<file path="src/rtl/multi_channel_debouncer.sv">
// -----------------------------------------------------------------------------
// multi_channel_debouncer
//
// Purpose:
//   N-channel push-button conditioner for the front panel. Each channel has
//   its own 2-FF synchroniser, stability counter and 4-state FSM
//   (LOW, WAIT_HI, HIGH, WAIT_LO). One instance serves every button.
//
// Ports:
//   clk        in   1     system clock (single domain)
//   reset      in   1     synchronous, active-high reset
//   btn_in     in   N_CH  raw asynchronous button inputs, active-high
//   db_level   out  N_CH  debounced level per channel (registered)
//   db_press   out  N_CH  1-cycle pulse when db_level first reads 1
//                         (and on every auto-repeat when that build option is on)
//   db_release out  N_CH  1-cycle pulse when db_level first reads 0
//
// Build option:
//   DEBOUNCE_AUTOREPEAT_EN  when defined, a held button (state HIGH) produces
//                           extra db_press pulses: the first REPEAT_DELAY cycles
//                           after acceptance, then every REPEAT_PERIOD cycles.
//                           When undefined no repeat logic exists and exactly one
//                           db_press is produced per accepted press.
//
// Latency: a clean step on btn_in changes db_level STABLE_CNT+3 rising edges
// after the first edge that samples it (2 sync + FSM entry + STABLE_CNT).
// -----------------------------------------------------------------------------
module multi_channel_debouncer #(
    parameter int N_CH          = 3,
    parameter int STABLE_CNT    = 500000,
    parameter int CNT_W         = 20,
    parameter int REPEAT_DELAY  = 50000000,
    parameter int REPEAT_PERIOD = 10000000
) (
    input  logic            clk,
    input  logic            reset,
    input  logic [N_CH-1:0] btn_in,
    output logic [N_CH-1:0] db_level,
    output logic [N_CH-1:0] db_press,
    output logic [N_CH-1:0] db_release
);

    typedef enum logic [1:0] {
        LOW     = 2'd0,
        WAIT_HI = 2'd1,
        HIGH    = 2'd2,
        WAIT_LO = 2'd3
    } state_t;

    localparam logic [CNT_W-1:0] CNT_LAST = CNT_W'(STABLE_CNT - 1);

    // Configuration guard: the count must be able to reach STABLE_CNT-1, and
    // the repeat timings are kept legal in both builds so the option can be
    // toggled without touching the instantiation.
    if (STABLE_CNT < 2 || (STABLE_CNT - 1) >= (2 ** CNT_W)) begin : g_bad_stable_cfg
        $error("multi_channel_debouncer: STABLE_CNT must be >=2 and STABLE_CNT-1 must fit in CNT_W");
    end
    if (REPEAT_DELAY < 1 || REPEAT_PERIOD < 1) begin : g_bad_repeat_cfg
        $error("multi_channel_debouncer: REPEAT_DELAY and REPEAT_PERIOD must be >= 1");
    end

    logic [N_CH-1:0]  sync_p0;
    logic [N_CH-1:0]  sync_p1;

    state_t           state_q [N_CH];
    state_t           state_d [N_CH];
    logic [CNT_W-1:0] cnt_q   [N_CH];
    logic [CNT_W-1:0] cnt_d   [N_CH];

    logic [N_CH-1:0]  level_d;
    logic [N_CH-1:0]  press_d;
    logic [N_CH-1:0]  release_d;
    logic [N_CH-1:0]  rpt_fire;

    // ---- stage p0/p1: two-flop synchroniser, sync_p1 is the sampled level ----
    always_ff @(posedge clk) begin
        if (reset) begin
            sync_p0 <= '0;
            sync_p1 <= '0;
        end else begin
            sync_p0 <= btn_in;
            sync_p1 <= sync_p0;
        end
    end

    // ---- FSM next state, counter and output decode per channel ----
    always_comb begin
        for (int i = 0; i < N_CH; i++) begin
            state_d[i] = state_q[i];
            cnt_d[i]   = cnt_q[i];
            case (state_q[i])
                LOW: begin
                    if (sync_p1[i]) begin
                        state_d[i] = WAIT_HI;
                        cnt_d[i]   = '0;
                    end
                end
                WAIT_HI: begin
                    if (!sync_p1[i]) begin
                        // glitch rejected: back to LOW without a pulse
                        state_d[i] = LOW;
                        cnt_d[i]   = '0;
                    end else if (cnt_q[i] == CNT_LAST) begin
                        state_d[i] = HIGH;
                        cnt_d[i]   = '0;
                    end else begin
                        cnt_d[i] = cnt_q[i] + CNT_W'(1);
                    end
                end
                HIGH: begin
                    if (!sync_p1[i]) begin
                        state_d[i] = WAIT_LO;
                        cnt_d[i]   = '0;
                    end
                end
                WAIT_LO: begin
                    if (sync_p1[i]) begin
                        state_d[i] = HIGH;
                        cnt_d[i]   = '0;
                    end else if (cnt_q[i] == CNT_LAST) begin
                        state_d[i] = LOW;
                        cnt_d[i]   = '0;
                    end else begin
                        cnt_d[i] = cnt_q[i] + CNT_W'(1);
                    end
                end
                default: begin
                    state_d[i] = LOW;
                    cnt_d[i]   = '0;
                end
            endcase

            // Outputs are decoded from the next state so they register on the
            // same edge as the state change; a WAIT_LO->HIGH return keeps the
            // level at 1 and produces no press.
            level_d[i]   = (state_d[i] == HIGH) || (state_d[i] == WAIT_LO);
            press_d[i]   = ((state_q[i] == WAIT_HI) && (state_d[i] == HIGH)) || rpt_fire[i];
            release_d[i] = (state_q[i] == WAIT_LO) && (state_d[i] == LOW);
        end
    end

`ifdef DEBOUNCE_AUTOREPEAT_EN
    localparam int RPT_MAX = (REPEAT_DELAY > REPEAT_PERIOD) ? REPEAT_DELAY : REPEAT_PERIOD;
    localparam int RPT_W   = $clog2(RPT_MAX + 1);
    localparam logic [RPT_W-1:0] RPT_DELAY_V  = RPT_W'(REPEAT_DELAY);
    localparam logic [RPT_W-1:0] RPT_PERIOD_V = RPT_W'(REPEAT_PERIOD);

    logic [RPT_W-1:0] rpt_q [N_CH];
    logic [RPT_W-1:0] rpt_d [N_CH];
    // 0: waiting for the first repeat (DELAY), 1: periodic repeats (PERIOD)
    logic [N_CH-1:0]  rpt_phase_q;
    logic [N_CH-1:0]  rpt_phase_d;

    always_comb begin
        for (int i = 0; i < N_CH; i++) begin
            rpt_d[i]       = rpt_q[i];
            rpt_phase_d[i] = rpt_phase_q[i];
            rpt_fire[i]    = 1'b0;
            if ((state_q[i] != HIGH) && (state_d[i] == HIGH)) begin
                // every (re)entry to HIGH restarts the repeat schedule
                rpt_d[i]       = '0;
                rpt_phase_d[i] = 1'b0;
            end else if ((state_q[i] == HIGH) && (state_d[i] == HIGH)) begin
                if ((rpt_q[i] + RPT_W'(1)) == (rpt_phase_q[i] ? RPT_PERIOD_V : RPT_DELAY_V)) begin
                    rpt_fire[i]    = 1'b1;
                    rpt_d[i]       = '0;
                    rpt_phase_d[i] = 1'b1;
                end else begin
                    rpt_d[i] = rpt_q[i] + RPT_W'(1);
                end
            end
            // WAIT_LO (and LOW/WAIT_HI) leave the repeat counter frozen
        end
    end

    always_ff @(posedge clk) begin
        if (reset) begin
            for (int i = 0; i < N_CH; i++) begin
                rpt_q[i] <= '0;
            end
            rpt_phase_q <= '0;
        end else begin
            for (int i = 0; i < N_CH; i++) begin
                rpt_q[i] <= rpt_d[i];
            end
            rpt_phase_q <= rpt_phase_d;
        end
    end
`else
    assign rpt_fire = '0;
`endif

    // ---- state/counter registers and registered outputs ----
    always_ff @(posedge clk) begin
        if (reset) begin
            for (int i = 0; i < N_CH; i++) begin
                state_q[i] <= LOW;
                cnt_q[i]   <= '0;
            end
            db_level   <= '0;
            db_press   <= '0;
            db_release <= '0;
        end else begin
            for (int i = 0; i < N_CH; i++) begin
                state_q[i] <= state_d[i];
                cnt_q[i]   <= cnt_d[i];
            end
            db_level   <= level_d;
            db_press   <= press_d;
            db_release <= release_d;
        end
    end

endmodule

</file>
<file path="config.mk">
export PLATFORM = sky130hd
export DESIGN_NAME = multi_channel_debouncer
export DESIGN_NICKNAME = d
export VERILOG_FILES = /design/src/rtl/multi_channel_debouncer.sv
export SDC_FILE = /design/constraint.sdc
export NUM_CORES = 1
export LEC_CHECK = 0
export CORE_UTILIZATION = 50
export CTS_CLUSTER_SIZE = 24
export DETAILED_ROUTE_END_ITERATION = 12
export PLACE_DENSITY = 0.69
export SLEW_MARGIN = 15
export SYNTH_ARGS = -nofsm -noshare
export SYNTH_HDL_FRONTEND = slang
export SYNTH_SLANG_ARGS = --single-unit
export TNS_END_PERCENT = 10
</file>
<file path="constraint.sdc">
create_clock -name clk -period 2.31 [get_ports clk]
set_input_delay 0.462 -clock clk [delete_from_list [all_inputs] [get_ports clk]]
set_output_delay 0.462 -clock clk [all_outputs]
set_load 0.05 [all_outputs]
</file>
==> flow_summary.ini, run 1 <==
[logic_synthesis]
avgSynthCellArea_um2 = 8.472
synthAdderAreaFrac = 0.009759
synth.cell_area_mm2 = 0.003846
synth_cell_types = 52
yosysWarnings = 0
ys.flop_type = dfxtp_1
syn_inst = 454
synth-seq-cells = 81
synth_top_family_by_area = simple AND/OR/NAND/NOR gates
syn-num-nets = 462
synth.area.mux_share = 0.02082
synth_compound_area_frac = 0.1311
synthArstFlopShare = 0
synthXorXnorAreaFrac = 0.04554
synthSimpleGateAreaFrac = 0.3377
ys_seq_area_frac = 0.4216
synth_edf_count = 0

[global_routing]
grt.total_usage = 0.2000
grt_pass1_wl_mm = 13.25
antenna_found_initial = 0
grt_max_degree = 28
grt_overflow = 0
grt_pass1_vias = 2896

[timing]
finalCriticalPeriod_ps = 2090
fin_crit_sh = 0.9047
fmax_mhz = 478.5
final-max-slew-violation-count = 0
slew_headroom = 0.3982
final.setup.tns_ps = 0
finalSetupViolations = 0
rsz0062_at_grt = no
finClkSkew_ps = 8.428
tightest_slew_ps = 899.4
finalHoldViolations = 0

[critical_path]
path_delay_family = simple AND/OR/NAND/NOR gates
rrSetupSlack_ps = 220
reg2reg_to = cnt_q[0][15]
worstPathArrival_ps = 2350
critPathMaxStageDelay_ps = 430
cp_slowest_cell = dfxtp_1
cp_num_buf_inv = 2
cp_max_fo = 10
timing.rr.start = cnt_q[0][0]
cp_common_cell = buf_4
cp_cell_sequence = ha_1, and3_1, and4b_1, a21oi_1, buf_4, o21bai_1, buf_4, nor2_1
crit_path_end_kind = flip-flop
r2r_cells = 8
crit_type = reg2reg
cp.required_ps = 2570
cp-start-kind = flip-flop

[placement]
place.gp.congestion = 0.8798
dp_hpwl_mm = 5.403
port-buffer-count = 13

[die]
initial_core_util = 0.5247
die_h_um = 89.71
die_w_um = 89.71
die_area_mm2 = 0.008047
core_mm2 = 0.007331
ios = 14
rows = 31

[cts]
insertion_delay_ps = 360
clkSlewWorstSetupHoldPaths_ps = 90
cts_root_buf = clkbuf_8
cts-resized-gates = 0
cts.path.max_buffers = 2
htree_levels = 3
cts_sinks = 81
cts_buffers = 9
cts_setup_buffers = 0
cts_tree = done
postCtsHoldBufs = 0

[routing]
drt-pass1-iter-count = 5
routed_wl_mm = 7.818
antenna_left = 0
vias = 3331
avgRoutedWirePerCell_um = 13.50
viasPerCell = 5.753
drtIter0Drc = 167
drcViolationCount = 0

[worst_hold_path]
min-delay-start = sync_p0[0]
hold-path-endpoint = sync_p1[0]
hp-class = reg2reg
hold_depth = 1

[final_layout]
fillCellCount = 652
final_nets = 483
fin_util = 0.5921
synthToLayoutAreaGrowth_pct = 12.85
drive_gt1_frac = 0.08125
n_antenna_cell = 0

[pwr]
p_leak_nw = 1.486
ir_worst_vdd_mv = 0.3400
power_density_mw_per_mm2 = 594.6

[run_status]
outcome = finished clean

[job]
maxCapViolCount = 0
## layer usage
| layer | vias to the layer above | track usage | share of wire |
|---|---|---|---|
| met4 | 0 | 0.06421 | 0.0098 |
| met1 | 1565 | 0.2626 | 0.49 |
| met5 | - | 0 | 0 |
| met2 | 59 | 0.3147 | 0.47 |
| met3 | 10 | 0.05922 | 0.038 |
| li1 | 1697 | - | - |
## layout make-up
cell class / count / area, µm² / area share
multi-input cells: 346 / 2096 / 0.4828
flip-flops and latches: 81 / 1622 / 0.3736
repair buffers: 28 / 255.2 / 0.05881
clock buffers: 10 / 137.6 / 0.03171
well taps: 99 / 123.9 / 0.02854
clock inverters: 6 / 72.57 / 0.01672
inverters: 9 / 33.78 / 0.007783
## through the flow
step                      hold WS [ps]  area [µm²]  power (mW)  instances  setup WS (ps)
after floorplan                  413.8        3846       1.486        454          451.9
after global placement           418.0        4130       1.515        563          314.2
after detailed placement         429.9        4130       1.516        563          250.9
after CTS                        451.5        4340       2.604        579          230.9
after global routing             464.6        4340       2.677        579          64.64
final                            446.3        4340       2.581        579          220.3
## report_power, final
part / switching, mW / internal [mW] / total (mW)
Combinational: 0.0481 / 0.0285 / 0.0766
Sequential: 0.00520 / 1.40 / 1.41
Clock: 0.557 / 0.540 / 1.10
## cell usage in the layout, fill, tap and decap left out, types with 6 or more instances in the layout
cell,count
dfxtp_1,81
nor2_1,50
nand2_1,42
nand3_1,33
a21oi_1,24
a31oi_1,22
nor3_1,16
nand4_1,15
buf_4,14
clkdlybuf4s50_1,13
xnor2_1,12
nor4b_1,10
clkbuf_8,10
inv_1,9
nor4_1,9
o21ai_0,9
mux2i_1,8
xor2_1,8
a22o_1,7
nand3b_1,6
and3_1,6
and4_1,6
nand2b_1,6
nor2b_1,6
## worst reg2reg max path, stage by stage (launching register included)
cell      delay, ps
dfxtp_1         430
ha_1            240
and3_1          260
and4b_1         240
a21oi_1         110
buf_4           180
o21bai_1        230
buf_4           230
nor2_1           70
## logic make-up (layout without fill, tap and decap cells)
group | count (synthesis) | in the layout
AO/OA/AOI/OAI | 79 | 79
buffers and inverters | 27 | 53
AND/OR/NAND/NOR | 236 | 236
multiplexers | 8 | 8
XOR/XNOR | 20 | 20
flip-flops | 81 | 81
adder cells (fa/ha/maj) | 3 | 3
## sequential cells by signal, summed over array words and instances (netlist names)
name	count
cnt_q	60
db_release	3
state_q	6
sync_p0	3
db_level	3
sync_p1	3
db_press	3
## synthesized netlist by cell type, drive strengths merged, types with 2 or more instances
cell type	instances	area, µm²
nand4	15	93.84
a31oi	22	137.6
nand2b	6	37.54
xnor2	12	105.1
a21o	2	15.01
or2b	3	22.52
nor2	50	187.7
nor4b	10	87.58
xor2	8	70.07
o21a	2	15.01
buf	7	50.04
and4b	3	30.03
or2	2	12.51
clkbuf	11	45.04
and2	4	26.28
nand3b	6	45.04
or3b	4	35.03
and4	6	52.55
nor4	9	56.30
nand3	33	165.2
a21oi	26	137.6
ha	3	37.54
a22oi	4	30.03
nor3	17	96.35
nand4b	2	17.52
or3	4	25.02
dfxtp	81	1622
a22o	7	61.31
or4b	3	33.78
nand2	42	157.7
nor2b	6	37.54
o21ai	9	45.04
mux2i	8	80.08
and3	6	37.54
o2bb2ai	2	17.52
and3b	3	26.28
inv	9	33.78
## worst max path at each step
stage	endpoint	depth (start not counted)	startpoint	slack, ps
finish	cnt_q[0][15]	8	cnt_q[0][0]	220
global route	cnt_q[0][15]	8	cnt_q[0][0]	60
CTS	cnt_q[0][15]	8	cnt_q[0][0]	230
detailed placement	cnt_q[0][49]	5	reset	250
global placement	cnt_q[0][49]	5	reset	310
floorplan	cnt_q[0][38]	6	cnt_q[0][20]	450
(Power assumes the default switching activity.)
==> inputs of run 2 (changes only) <==
--- a/config.mk
+++ b/config.mk
@@ -8,6 +8,7 @@
 export CORE_UTILIZATION = 50
 export CTS_CLUSTER_SIZE = 24
 export DETAILED_ROUTE_END_ITERATION = 12
+export MAX_ROUTING_LAYER = met4
 export PLACE_DENSITY = 0.69
 export SLEW_MARGIN = 15
 export SYNTH_ARGS = -nofsm -noshare
==> flow_summary.ini, run 2 (synthesized netlist as in run 1, its figures left out) <==
[timing]
holdWs_ps = 447.2
fin_crit_sh = 0.9038
finClkSkew_ps = 9.878
final.setup.tns_ps = 0
finalHoldViolations = 0
tightest_slew_ps = 898.8
fmax_mhz = 479.0
finalCriticalPeriod_ps = 2088
final-max-slew-violation-count = 0
finalSetupViolations = 0
slew_headroom = 0.3986
rsz0062_at_grt = no

[cts]
htree_levels = 3
postCtsHoldBufs = 0
insertion_delay_ps = 360
cts-resized-gates = 0
cts.path.max_buffers = 2
cts_root_buf = clkbuf_8
cts_tree = done
cts_buffers = 9
cts_sinks = 81
cts_setup_buffers = 0
clkSlewWorstSetupHoldPaths_ps = 90

[routing]
antenna_left = 0
drt-pass1-iter-count = 5
drcViolationCount = 0
viasPerCell = 5.741
drtIter0Drc = 181
avgRoutedWirePerCell_um = 13.53
routed_wl_mm = 7.836
vias = 3324

[final_layout]
regMostFlops = cnt_q
fillCellCount = 652
final_nets = 483
largest_register_ffs = 60
mostFrequentLayoutCells = dfxtp_1 (81), nor2_1 (50), nand2_1 (42)
synthToLayoutAreaGrowth_pct = 12.85
fin_util = 0.5921
final_common_cell = dfxtp_1
largestRegisters = cnt_q: 60 flops, state_q: 6 flops
fin_cells = 579
n_antenna_cell = 0
drive_gt1_frac = 0.08125

[pwr]
combPwrFrac = 0.030
p_seq_frac = 0.544
clock_power_share = 0.426
ir_worst_vdd_mv = 0.3423
swShare = 0.2376
p_int_mw = 1.970
power_density_mw_per_mm2 = 595.4
p_leak_nw = 1.486
p_sw_mw = 0.6139

[placement]
placed_cells = 563
port-buffer-count = 13
dp_hpwl_mm = 5.403
place.gp.congestion = 0.8944

[critical_path]
setup.worst_path.start = cnt_q[0][0]
cp-start-kind = flip-flop
rrSetupSlack_ps = 220
crit_type = reg2reg
reg2reg_to = cnt_q[0][15]
cp_max_fo = 10
worstPathArrival_ps = 2340
cp.required_ps = 2560
crit_path_end_kind = flip-flop
timing.rr.start = cnt_q[0][0]
r2r_cells = 8

[worst_hold_path]
min-delay-start = sync_p0[0]
hp-class = reg2reg
hold-path-endpoint = sync_p1[0]
hold_depth = 1

[global_routing]
grt_max_degree = 28
grt_pass1_vias = 2898
antenna_found_initial = 0
grt_pass1_wl_mm = 13.21
grt_overflow = 0
grt.total_usage = 0.2049

[run_status]
outcome = finished clean

[job]
maxCapViolCount = 0

[die]
core_mm2 = 0.007331
die_w_um = 89.71
die_h_um = 89.71
die_area_mm2 = 0.008047
ios = 14
initial_core_util = 0.5247
rows = 31
## run 2: final cells by class
| type | instances | area (µm²) | share of cell area |
|---|---|---|---|
| multi-input cells | 346 | 2096 | 0.4828 |
| flip-flops and latches | 81 | 1622 | 0.3736 |
| repair buffers | 28 | 255.2 | 0.05881 |
| clock buffers | 10 | 137.6 | 0.03171 |
| well taps | 99 | 123.9 | 0.02854 |
| clock inverters | 6 | 72.57 | 0.01672 |
| inverters | 9 | 33.78 | 0.007783 |
## run 2: through the flow
stage,power [mW],area [µm²],setup WS [ps]
floorplan,1.486,3846,451.9
global placement,1.515,4130,314.2
detailed placement,1.516,4130,250.9
CTS,2.604,4340,230.9
global route,2.673,4340,64.76
finish,2.584,4340,222.2
## run 2: metal layers
| layer | track usage | vias to the layer above | part of all wire |
|---|---|---|---|
| met2 | 0.3160 | 53 | 0.47 |
| met1 | 0.2605 | 1566 | 0.49 |
| met4 | 0.07650 | 0 | 0.0084 |
| li1 | - | 1699 | - |
| met3 | 0.04907 | 6 | 0.034 |
| met5 | - | - | 0 |
## run 2: worst max-delay path: stages (launching register included)
cell      delay [ps]
dfxtp_1          430
ha_1             240
and3_1           260
and4b_1          240
a21oi_1          110
buf_4            180
o21bai_1         230
buf_4            220
nor2_1            70
## run 2: power by group through the flow
stage | combinational [mW] | clock [mW] | sequential (mW)
floorplan | 0.0480 | 0 | 1.44
global placement | 0.0755 | 0 | 1.44
detailed placement | 0.0768 | 0 | 1.44
CTS | 0.0771 | 1.12 | 1.41
global route | 0.0854 | 1.18 | 1.41
finish | 0.0764 | 1.10 | 1.41
## run 2: worst max path at each step
stage,endpoint,cells after the start
after global routing,cnt_q[0][15],8
final,cnt_q[0][15],8
after CTS,cnt_q[0][15],8
after global placement,cnt_q[0][49],5
after detailed placement,cnt_q[0][49],5
after floorplan,cnt_q[0][38],6
==> inputs of run 3 (changes only) <==
--- a/config.mk
+++ b/config.mk
@@ -5,11 +5,12 @@
 export SDC_FILE = /design/constraint.sdc
 export NUM_CORES = 1
 export LEC_CHECK = 0
-export CORE_UTILIZATION = 50
+export CORE_UTILIZATION = 35
 export CTS_CLUSTER_SIZE = 24
 export DETAILED_ROUTE_END_ITERATION = 12
 export MAX_ROUTING_LAYER = met4
-export PLACE_DENSITY = 0.69
+export PLACE_DENSITY = 0.53
+export RECOVER_POWER = 25
 export SLEW_MARGIN = 15
 export SYNTH_ARGS = -nofsm -noshare
 export SYNTH_HDL_FRONTEND = slang
==> flow_summary.ini, run 3 (synthesized netlist as in run 1, its figures left out) <==
[critical_path]
cp_cell_sequence = ha_1, and3_1, and4b_1, a21oi_1, or4b_1, a31oi_1
crit_type = reg2reg
cp_num_buf_inv = 0
worstPathArrival_ps = 2400
cp_slowest_cell = or4b_1
cp.required_ps = 2610
critPathMaxStageDelay_ps = 480
cp-start-kind = flip-flop
rrSetupSlack_ps = 210
path_delay_family = simple AND/OR/NAND/NOR gates
crit_path_end_kind = flip-flop
cp_max_fo = 6
timing.rr.start = cnt_q[0][0]
setup.worst_path.start = cnt_q[0][0]

[timing]
fmax_mhz = 475.5
fin_crit_sh = 0.9104
final.setup.tns_ps = 0
finClkSkew_ps = 5.772
tightest_slew_ps = 726.5
finalHoldViolations = 0
slew_headroom = 0.5130
finalSetupViolations = 0
setup_ws_ps = 206.9
rsz0062_at_grt = no
holdWs_ps = 449.0
final-max-slew-violation-count = 0
finalCriticalPeriod_ps = 2103

[final_layout]
regMostFlops = cnt_q
drive_gt1_frac = 0.07292
synthToLayoutAreaGrowth_pct = 12.72
mostFrequentLayoutCells = dfxtp_1 (81), nor2_1 (50), nand2_1 (42)
n_antenna_cell = 0
final_common_cell = dfxtp_1
largest_register_ffs = 60
largestRegisters = cnt_q: 60 flops, state_q: 6 flops
final_nets = 483

[worst_hold_path]
min-delay-start = sync_p0[0]
hp-class = reg2reg

[cts]
cts-resized-gates = 0
cts_setup_buffers = 0
cts_sinks = 81
cts_tree = done
cts_root_buf = clkbuf_8
insertion_delay_ps = 370
cts.path.max_buffers = 2
clkSlewWorstSetupHoldPaths_ps = 90
postCtsHoldBufs = 0
htree_levels = 3
cts_buffers = 9

[global_routing]
grt_overflow = 0
grt.total_usage = 0.1622
grt_pass1_vias = 3040
antenna_found_initial = 0
grt_pass1_wl_mm = 14.26
grt_max_degree = 25

[routing]
routed_wl_mm = 8.310
avgRoutedWirePerCell_um = 13.49
drt-pass1-iter-count = 5
viasPerCell = 5.391
vias = 3321
drtIter0Drc = 85
antenna_left = 0
drcViolationCount = 0

[placement]
place.gp.congestion = 0.8580
dp_hpwl_mm = 5.806
post-place-ws_ps = 62.16
port-buffer-count = 13

[die]
initial_core_util = 0.3660
ios = 14
rows = 37
die_h_um = 106.8
die_w_um = 106.8
die_area_mm2 = 0.01141
core_mm2 = 0.01051

[pwr]
p_leak_nw = 1.462
power_density_mw_per_mm2 = 581.6
ir_worst_vdd_mv = 0.3746
power_mw = 2.522

[run_status]
outcome = finished clean

[job]
maxCapViolCount = 0
## run 3: changes by cell type in the layout (fill, tap and decap cells not counted), sizes merged
cell and change:
clkdlybuf4s50 -1, inv -1, clkinv +2, buf -5, clkbuf +5
## run 3: layout make-up
class	count	area, µm²
well taps	136	170.2
repair buffers	28	219.0
fillers	1049	6173
clock inverters	7	70.07
inverters	9	33.78
flip-flops and latches	81	1622
clock buffers	9	123.9
multi-input cells	346	2097
## run 3: per-stage QoR
step / cell area [µm²] / utilization / std cells
after global placement: 4159 / 0.3958 / 600
after floorplan: 3846 / - / 454
after global routing: 4335 / 0.4125 / 616
after detailed placement: 4159 / 0.3958 / 600
final: 4335 / 0.4125 / 616
after CTS: 4353 / 0.4142 / 616
## run 3: power breakdown
group          leakage [nW]  internal [mW]  switching, mW
registers             0.654           1.40        0.00530
clock network        0.0994          0.499          0.542
logic                 0.709         0.0236         0.0503
## run 3: worst register-to-register path: stages (launching register included)
cell and delay [ps]:
dfxtp_1 350, ha_1 250, and3_1 240, and4b_1 200
a21oi_1 350, or4b_1 480, a31oi_1 160
## run 3: path summary, 6_finish.rpt
check,cells after the start,to
worst min register to register,1,sync_p1[0]
worst min-delay path,1,sync_p1[0]
worst max register to register,6,cnt_q[0][8]
worst max-delay path,6,cnt_q[0][8]
## run 3: routing by layer
| layer | share of wire | GRT usage |
|---|---|---|
| met3 | 0.039 | 0.03526 |
| met2 | 0.42 | 0.2373 |
| met5 | 0 | - |
| met4 | 0.021 | 0.07926 |
| met1 | 0.52 | 0.2114 |
